File: src/rtl/dot_accum_23.sv
// Per-channel accumulator: sums N_PART partial dot products, adds BIAS, saturates to DATA_LEN.
// Optional macro DOT_ACCUM_RELU_EN clamps negative results to zero instead of saturating them.
module dot_accum_23 #(
  parameter int unsigned DATA_LEN = 16,
  parameter int unsigned N_PART   = 9,
  parameter logic [DATA_LEN-1:0] BIAS = '0,
  parameter int unsigned GUARD    = 6
) (
  input  logic                clk,
  input  logic                rst,
  input  logic                start,
  input  logic                in_valid,
  input  logic [DATA_LEN-1:0] in_data,
  output logic                busy,
  output logic                out_valid,
  output logic [DATA_LEN-1:0] out_data,
  output logic                ovf
);

  localparam int unsigned ACC_W = DATA_LEN + GUARD;
  localparam int unsigned CNT_W = 4;
  localparam logic [ACC_W-1:0]    BIAS_EXT = {{GUARD{BIAS[DATA_LEN-1]}}, BIAS};
  localparam logic [DATA_LEN-1:0] SAT_MAX  = {1'b0, {(DATA_LEN-1){1'b1}}};

  typedef enum logic [1:0] {S_IDLE, S_ACC, S_BIAS, S_SAT} state_t;

  state_t               state, state_nxt;
  logic                 vld_q;
  logic [ACC_W-1:0]     acc, acc_nxt;
  logic [CNT_W-1:0]     cnt, cnt_nxt;
  logic                 busy_nxt, out_valid_nxt, ovf_nxt;
  logic [DATA_LEN-1:0]  out_data_nxt;
  logic                 sample_c, last_c, pos_sat_c;
  logic [ACC_W-1:0]     data_ext_c;

  // A sample is a rising edge of the level-valid channel
  assign sample_c   = in_valid & ~vld_q;
  assign last_c     = (cnt + CNT_W'(1)) == CNT_W'(N_PART);
  assign data_ext_c = {{GUARD{in_data[DATA_LEN-1]}}, in_data};
  // Guard bits disagreeing with the sign bit mean the value no longer fits DATA_LEN
  assign pos_sat_c  = ~acc[ACC_W-1] & (|acc[ACC_W-2:DATA_LEN-1]);

  always_ff @(posedge clk) begin
    if (rst) state <= S_IDLE;
    else     state <= state_nxt;
  end

  always_comb begin
    state_nxt = state;
    if (start) begin
      state_nxt = S_ACC;
    end else begin
      case (state)
        S_ACC:   if (sample_c && last_c) state_nxt = S_BIAS;
        S_BIAS:  state_nxt = S_SAT;
        S_SAT:   state_nxt = S_IDLE;
        default: state_nxt = state;
      endcase
    end
  end

  // Next values of datapath and registered outputs; start overrides everything
  always_comb begin
    acc_nxt       = acc;
    cnt_nxt       = cnt;
    busy_nxt      = busy;
    out_valid_nxt = 1'b0;
    out_data_nxt  = out_data;
    ovf_nxt       = ovf;
    if (start) begin
      acc_nxt  = '0;
      cnt_nxt  = '0;
      busy_nxt = 1'b1;
      ovf_nxt  = 1'b0;
    end else begin
      case (state)
        S_ACC: begin
          if (sample_c) begin
            acc_nxt = acc + data_ext_c;
            cnt_nxt = cnt + CNT_W'(1);
          end
        end
        S_BIAS: acc_nxt = acc + BIAS_EXT;
        S_SAT: begin
          out_valid_nxt = 1'b1;
          busy_nxt      = 1'b0;
          if (pos_sat_c) begin
            out_data_nxt = SAT_MAX;
            ovf_nxt      = 1'b1;
`ifdef DOT_ACCUM_RELU_EN
          end else if (acc[ACC_W-1]) begin
            out_data_nxt = '0;
`else
          end else if (acc[ACC_W-1] & ~(&acc[ACC_W-2:DATA_LEN-1])) begin
            out_data_nxt = ~SAT_MAX;
            ovf_nxt      = 1'b1;
`endif
          end else begin
            out_data_nxt = acc[DATA_LEN-1:0];
          end
        end
        default: ;
      endcase
    end
  end

  always_ff @(posedge clk) begin
    if (rst) begin
      vld_q     <= 1'b0;
      acc       <= '0;
      cnt       <= '0;
      busy      <= 1'b0;
      out_valid <= 1'b0;
      out_data  <= '0;
      ovf       <= 1'b0;
    end else begin
      vld_q     <= in_valid;
      acc       <= acc_nxt;
      cnt       <= cnt_nxt;
      busy      <= busy_nxt;
      out_valid <= out_valid_nxt;
      out_data  <= out_data_nxt;
      ovf       <= ovf_nxt;
    end
  end

endmodule

File: config.mk
export PLATFORM = sky130hd
export DESIGN_NAME = dot_accum_23
export DESIGN_NICKNAME = d
export VERILOG_FILES = /design/src/rtl/dot_accum_23.sv
export SDC_FILE = /design/constraint.sdc
export NUM_CORES = 1
export LEC_CHECK = 0
export ABC_AREA = 1
export BUFFER_PORTS_ARGS = -buffer_cell sky130_fd_sc_hd__buf_2
export CORE_ASPECT_RATIO = 1.5
export CORE_UTILIZATION = 45
export DETAILED_ROUTE_END_ITERATION = 10
export PLACE_DENSITY = 0.72
export SYNTH_ARGS = -nofsm -noshare
export SYNTH_HDL_FRONTEND = slang
export SYNTH_SLANG_ARGS = --single-unit
File: constraint.sdc
create_clock -name clk -period 2.1 [get_ports clk]
set_clock_uncertainty 0.05 [all_clocks]
set_input_delay 0.42 -clock clk [delete_from_list [all_inputs] [get_ports clk]]
set_output_delay 0.42 -clock clk [all_outputs]
set_load 0.01 [all_outputs]
# [After elaboration in Yosys (flattened, before gate mapping)]
# Cells that the tools add are included.
[totals] out_inout_bits=19 regBits=48 in_bits=20
[classes] bitwise_logic=7 add_sub_neg=2 n_eq_ne=6 muxes=10 reduce_logical=13
[op_table] operator="2-to-1 mux 16 bit" count=2
[op_table] operator="adder 22 bit" count=1
[op_table] operator="AND reduction 2 bit" count=5
[op_table] operator="2-to-1 mux 1 bit" count=6
[op_table] operator="one-hot mux 2 bit (3 select lines)" count=1
[op_table] operator="AND reduction 6 bit" count=1
[op_table] operator="OR reduction 6 bit" count=1
[op_table] operator="adder 4 x 1 -> 4 bit (second input constant)" count=1
[op_table] operator="equality test 2 bit (second input constant)" count=2
[op_table] operator="equality test 4 bit (second input constant)" count=1
[op_table] operator="NOT 1 bit" count=4
[op_table] operator="nonzero test 2 bit" count=2
[op_table] operator="nonzero test 4 bit" count=1
[op_table] operator="AND 1 bit" count=3
[op_table] operator="!= test 3 bit (second input constant)" count=1
[op_table] operator="nonzero test 3 bit" count=1
[op_table] operator="equality test 2 x 1 -> 1 bit (second input constant)" count=1
[op_table] operator="2-to-1 mux 2 bit" count=1
[op_table] operator="!= test 2 bit (second input constant)" count=1
[op_table] operator="OR reduction 2 bit" count=1
[op_table] operator="logical AND 1 bit" count=1

# [Longest topological paths before layout]
[logic_depth] ltp_word=6 depth_mapped=14

# [Worst setup path before layout]
# Ideal clock, no wire load.
[synth_path] path_type="in2reg" startpoint="input in_data[0]" endpoint="register acc[16]" required_time_ns=1.936 setup_ns=0.114 t_arrival_ns=1.754 cell_stages=13 slack_ns=0.183 cell_sequence="ha_1 > inv_1 > fa_1 > inv_1 > nand3_1 > nand3_1 > nand2_1 > nand2_1 > nand2_1 > nand2_1 > nor2_1 > o21bai_1 > inv_1"
[synth_between] elab_chain_len=1
[synth_rtl] element="start: declaration" line_no="13" source="input logic [DATA_LEN-1:0] in_data,"
[synth_rtl] element="adder 22 bit" line_no="79" source="acc_nxt = acc + data_ext_c;"
[synth_rtl] element="end signal: assignment" line_no="118" source="acc <= acc_nxt;"
[synth_rtl] element="end: declaration" line_no="29" source="logic [ACC_W-1:0] acc, acc_nxt;"
# No other way between the ends.
# A chain may end at the register's enable or synchronous reset.

# [Worst setup path in the final report]
[layout_path] startpoint="register acc[0]" endpoint="register acc[16]"
[layout_between] elab_chain_len=1
[layout_rtl] element="adder 22 bit" line_no="79"
# No other way between the ends.

==> results.toml <==
[clock_network]
clk_pin_slew_worst_paths_ns = 0.10
cts_sinks = 48
htree_levels = 2
holdBufCountCts = 0
root_buffer = "clkbuf_8"
insertion_delay_ns = 0.32
cts_tree = "done"
clock_path_buffers = 2
numCtsBuffers = 5

[pwr]
p_per_area_mw_per_mm2 = 554
leakagePower_nw = 2.15
ir_drop_v = 0.000266

[setup_path]
crit_cells = 13
rrSetupSlack_ns = 0.24
rr_endpoint = "acc[16]"
path_buf_inv = 3
crit_fanout = 3
endpoint_kind = "flop"
critPathSlowestCell = "fa_2"
crit_chain = "ha_1, inv_1, fa_2, inv_1, nand3_1, nand3_1, nand2_1, nand2_1, nand2_1, nand2_1, nor2_1, o21bai_1, inv_1"
crit_type = "reg -> reg"
crit_family = "simple AND/OR/NAND/NOR gates"
slowest_delay_ns = 0.36
rr_startpoint = "acc[0]"
crit_required_ns = 2.27
worstPathArrival_ns = 2.03
critPathLaunchType = "flop"
rr_worst_depth = 13
crit_top_cell = "nand2_1"

[drt]
via_per_inst = 4.93
firstDrtPassIters = 4
detail-route-antenna-nets = 0
drc = 0
wl_um = 8770
drt_iter0_drc = 173
dr_total_vias = 3405
wire_per_inst_um = 12.7

[logic_synthesis]
synth_cells = 547
post-synth-top-area-fraction = 0.280
async_flop_share = 0
synthTopCellsByCount = "142 x nand2_1, 92 x inv_1, 80 x nor2_1"
synth_area_per_cell_um2 = 6.27
yosysSeqAreaShare = 0.280
synth_nets = 591
synth_area_leader_cell = "dfxtp_1"
ys_types = 33
synth_area_leaders = "dfxtp_1 28%, nand2_1 16%, inv_1 10%"
synth_edf_count = 0
ys_dominant_reg_cell = "dfxtp_1"
netlist_area_mm2 = 0.00343
synth-seq-cells = 48
synth.most_common_cell = "nand2_1"
ys_warn_count = 0

[floorplanning]
die_w_um = 73.3
start_util = 0.469
num_rows = 38
chipHeight_um = 109
dieArea_mm2 = 0.00798
core_mm2 = 0.00732
io_pins = 39

[place]
port_buffers = 38
place_hpwl_um = 7020
gp_congestion = 1.03
dp_worst_setup_slack_ns = -0.00344
dpl_cell_area_mm2 = 0.00375

[hold_path]
hold-path-endpoint = "vld_q"
hp-class = "in -> reg"
whs_path_depth = 3
hold_path.startpoint = "in_valid"

[timing]
hold_ws_ns = 0.275
finalCriticalPeriod_ns = 1.86
finalHoldViolCount = 0
setup_slack_ns = 0.241
fmaxAchievable_mhz = 538
period_share = 0.885
setup_viol = 0
rsz0062_at_grt = "false"
worst_slew_pin_slew_ns = 0.638
drv_slew = 0
setup_tns_ns = 0
maxSlewHeadroom = 0.573

[grt]
overflow = 0
grt_first_pass_wirelength_um = 14200
grt_util_all_layers = 0.233
grt_pass1_vias = 3185
antenna_found_initial = 0
grt_max_degree = 22

[finish]
fin_area_mm2 = 0.00389
syn_to_final_growth_pct = 13.3
layout.nets = 634
drive_gt1_frac = 0.161
antennaDiodeCount = 0

[run]
drv_cap = 0

[status]
status = "complete, no violations"
[per-stage QoR]
| stage | total power, mW | util | cells |
|---|---|---|---|
| after global routing | 2.25 | 0.531 | 691 |
| after detailed placement | 1.33 | 0.512 | 683 |
| after CTS | 2.17 | 0.530 | 691 |
| after global placement | 1.33 | 0.512 | 683 |
| after floorplan | 1.23 | - | 547 |
| final | 2.15 | 0.531 | 691 |
[area by class of cell]
type,instances,area (µm²)
clock buffers,5,68.8
clock inverters,3,68.8
fillers,786,3430
inverters,98,368
multi-input cells,391,2040
flip-flops and latches,48,962
well taps,100,125
repair buffers,46,250
[worst max-delay path by stage]
stage                     endpoint  slack [ns]        from
after floorplan            acc[16]        0.18  in_data[0]
after global placement     acc[16]        0.05  in_data[0]
after detailed placement   acc[16]      -0.003  in_data[0]
after CTS                  acc[16]        0.14      acc[0]
after global routing       acc[16]        0.06      acc[0]
final                      acc[16]        0.24      acc[0]
[placed cells by master, fill, tap and decap left out, drive strengths merged]
cell type  synthesis  layout
nor2              87      87
clkinv             1       1
xnor2              3       3
buf                7      46
bufinv             0       2
ha                23      23
inv               97      98
o31ai              1       1
a21oi             23      23
nor3               6       6
dfxtp             48      48
nand3             45      45
or2                1       1
o211ai             1       1
o21bai             4       4
o21ai             32      32
nand2            150     150
a211oi             1       1
clkbuf             3       5
fa                 1       1
nand4              5       5
xor2               8       8
[state kept, by name, summed over array words and instances, names as in the netlist]
name       flops
ovf            1
acc           22
busy           1
state          2
out_valid      1
cnt            4
out_data      16
vld_q          1
[worst register-to-register path: stages, from the launching register on]
cell and delay [ns]:
dfxtp_2 0.35, ha_1 0.16, inv_1 0.06, fa_2 0.36, inv_1 0.08, nand3_1 0.07
nand3_1 0.10, nand2_1 0.06, nand2_1 0.11, nand2_1 0.07, nand2_1 0.08, nor2_1 0.04
o21bai_1 0.13, inv_1 0.05
[cell families after synthesis]
kind of cell	count (synthesis)	share of synthesized area
fa+ha+maj	24	0.0897
compound gates	62	0.116
buf+inv	108	0.125
flops	48	0.280
simple gates	294	0.361
xor+xnor	11	0.0281
[what timing repair did]
item / CTS / global route
setup buffers: 0 / 0
setup endpoints to repair: 0 / 1
resized for setup: 0 / 2
hold endpoints to repair: 0 / 0
[power breakdown]
part,switching [mW],internal [mW],leakage [nW]
registers,0.0157,0.929,0.389
logic,0.245,0.125,1.69
clock network,0.359,0.480,0.0687
[routing by layer]
metal | track usage | share of wire | vias up | routed length, µm
li1 | - | - | 1787 | -
met3 | 0.0379 | 0.042 | 22 | 365
met4 | 0.126 | 0.044 | 0 | 389
met1 | 0.264 | 0.41 | 1509 | 3590
met5 | 0 | 0 | - | 0
met2 | 0.409 | 0.50 | 87 | 4420
(Power assumes the default switching activity.)
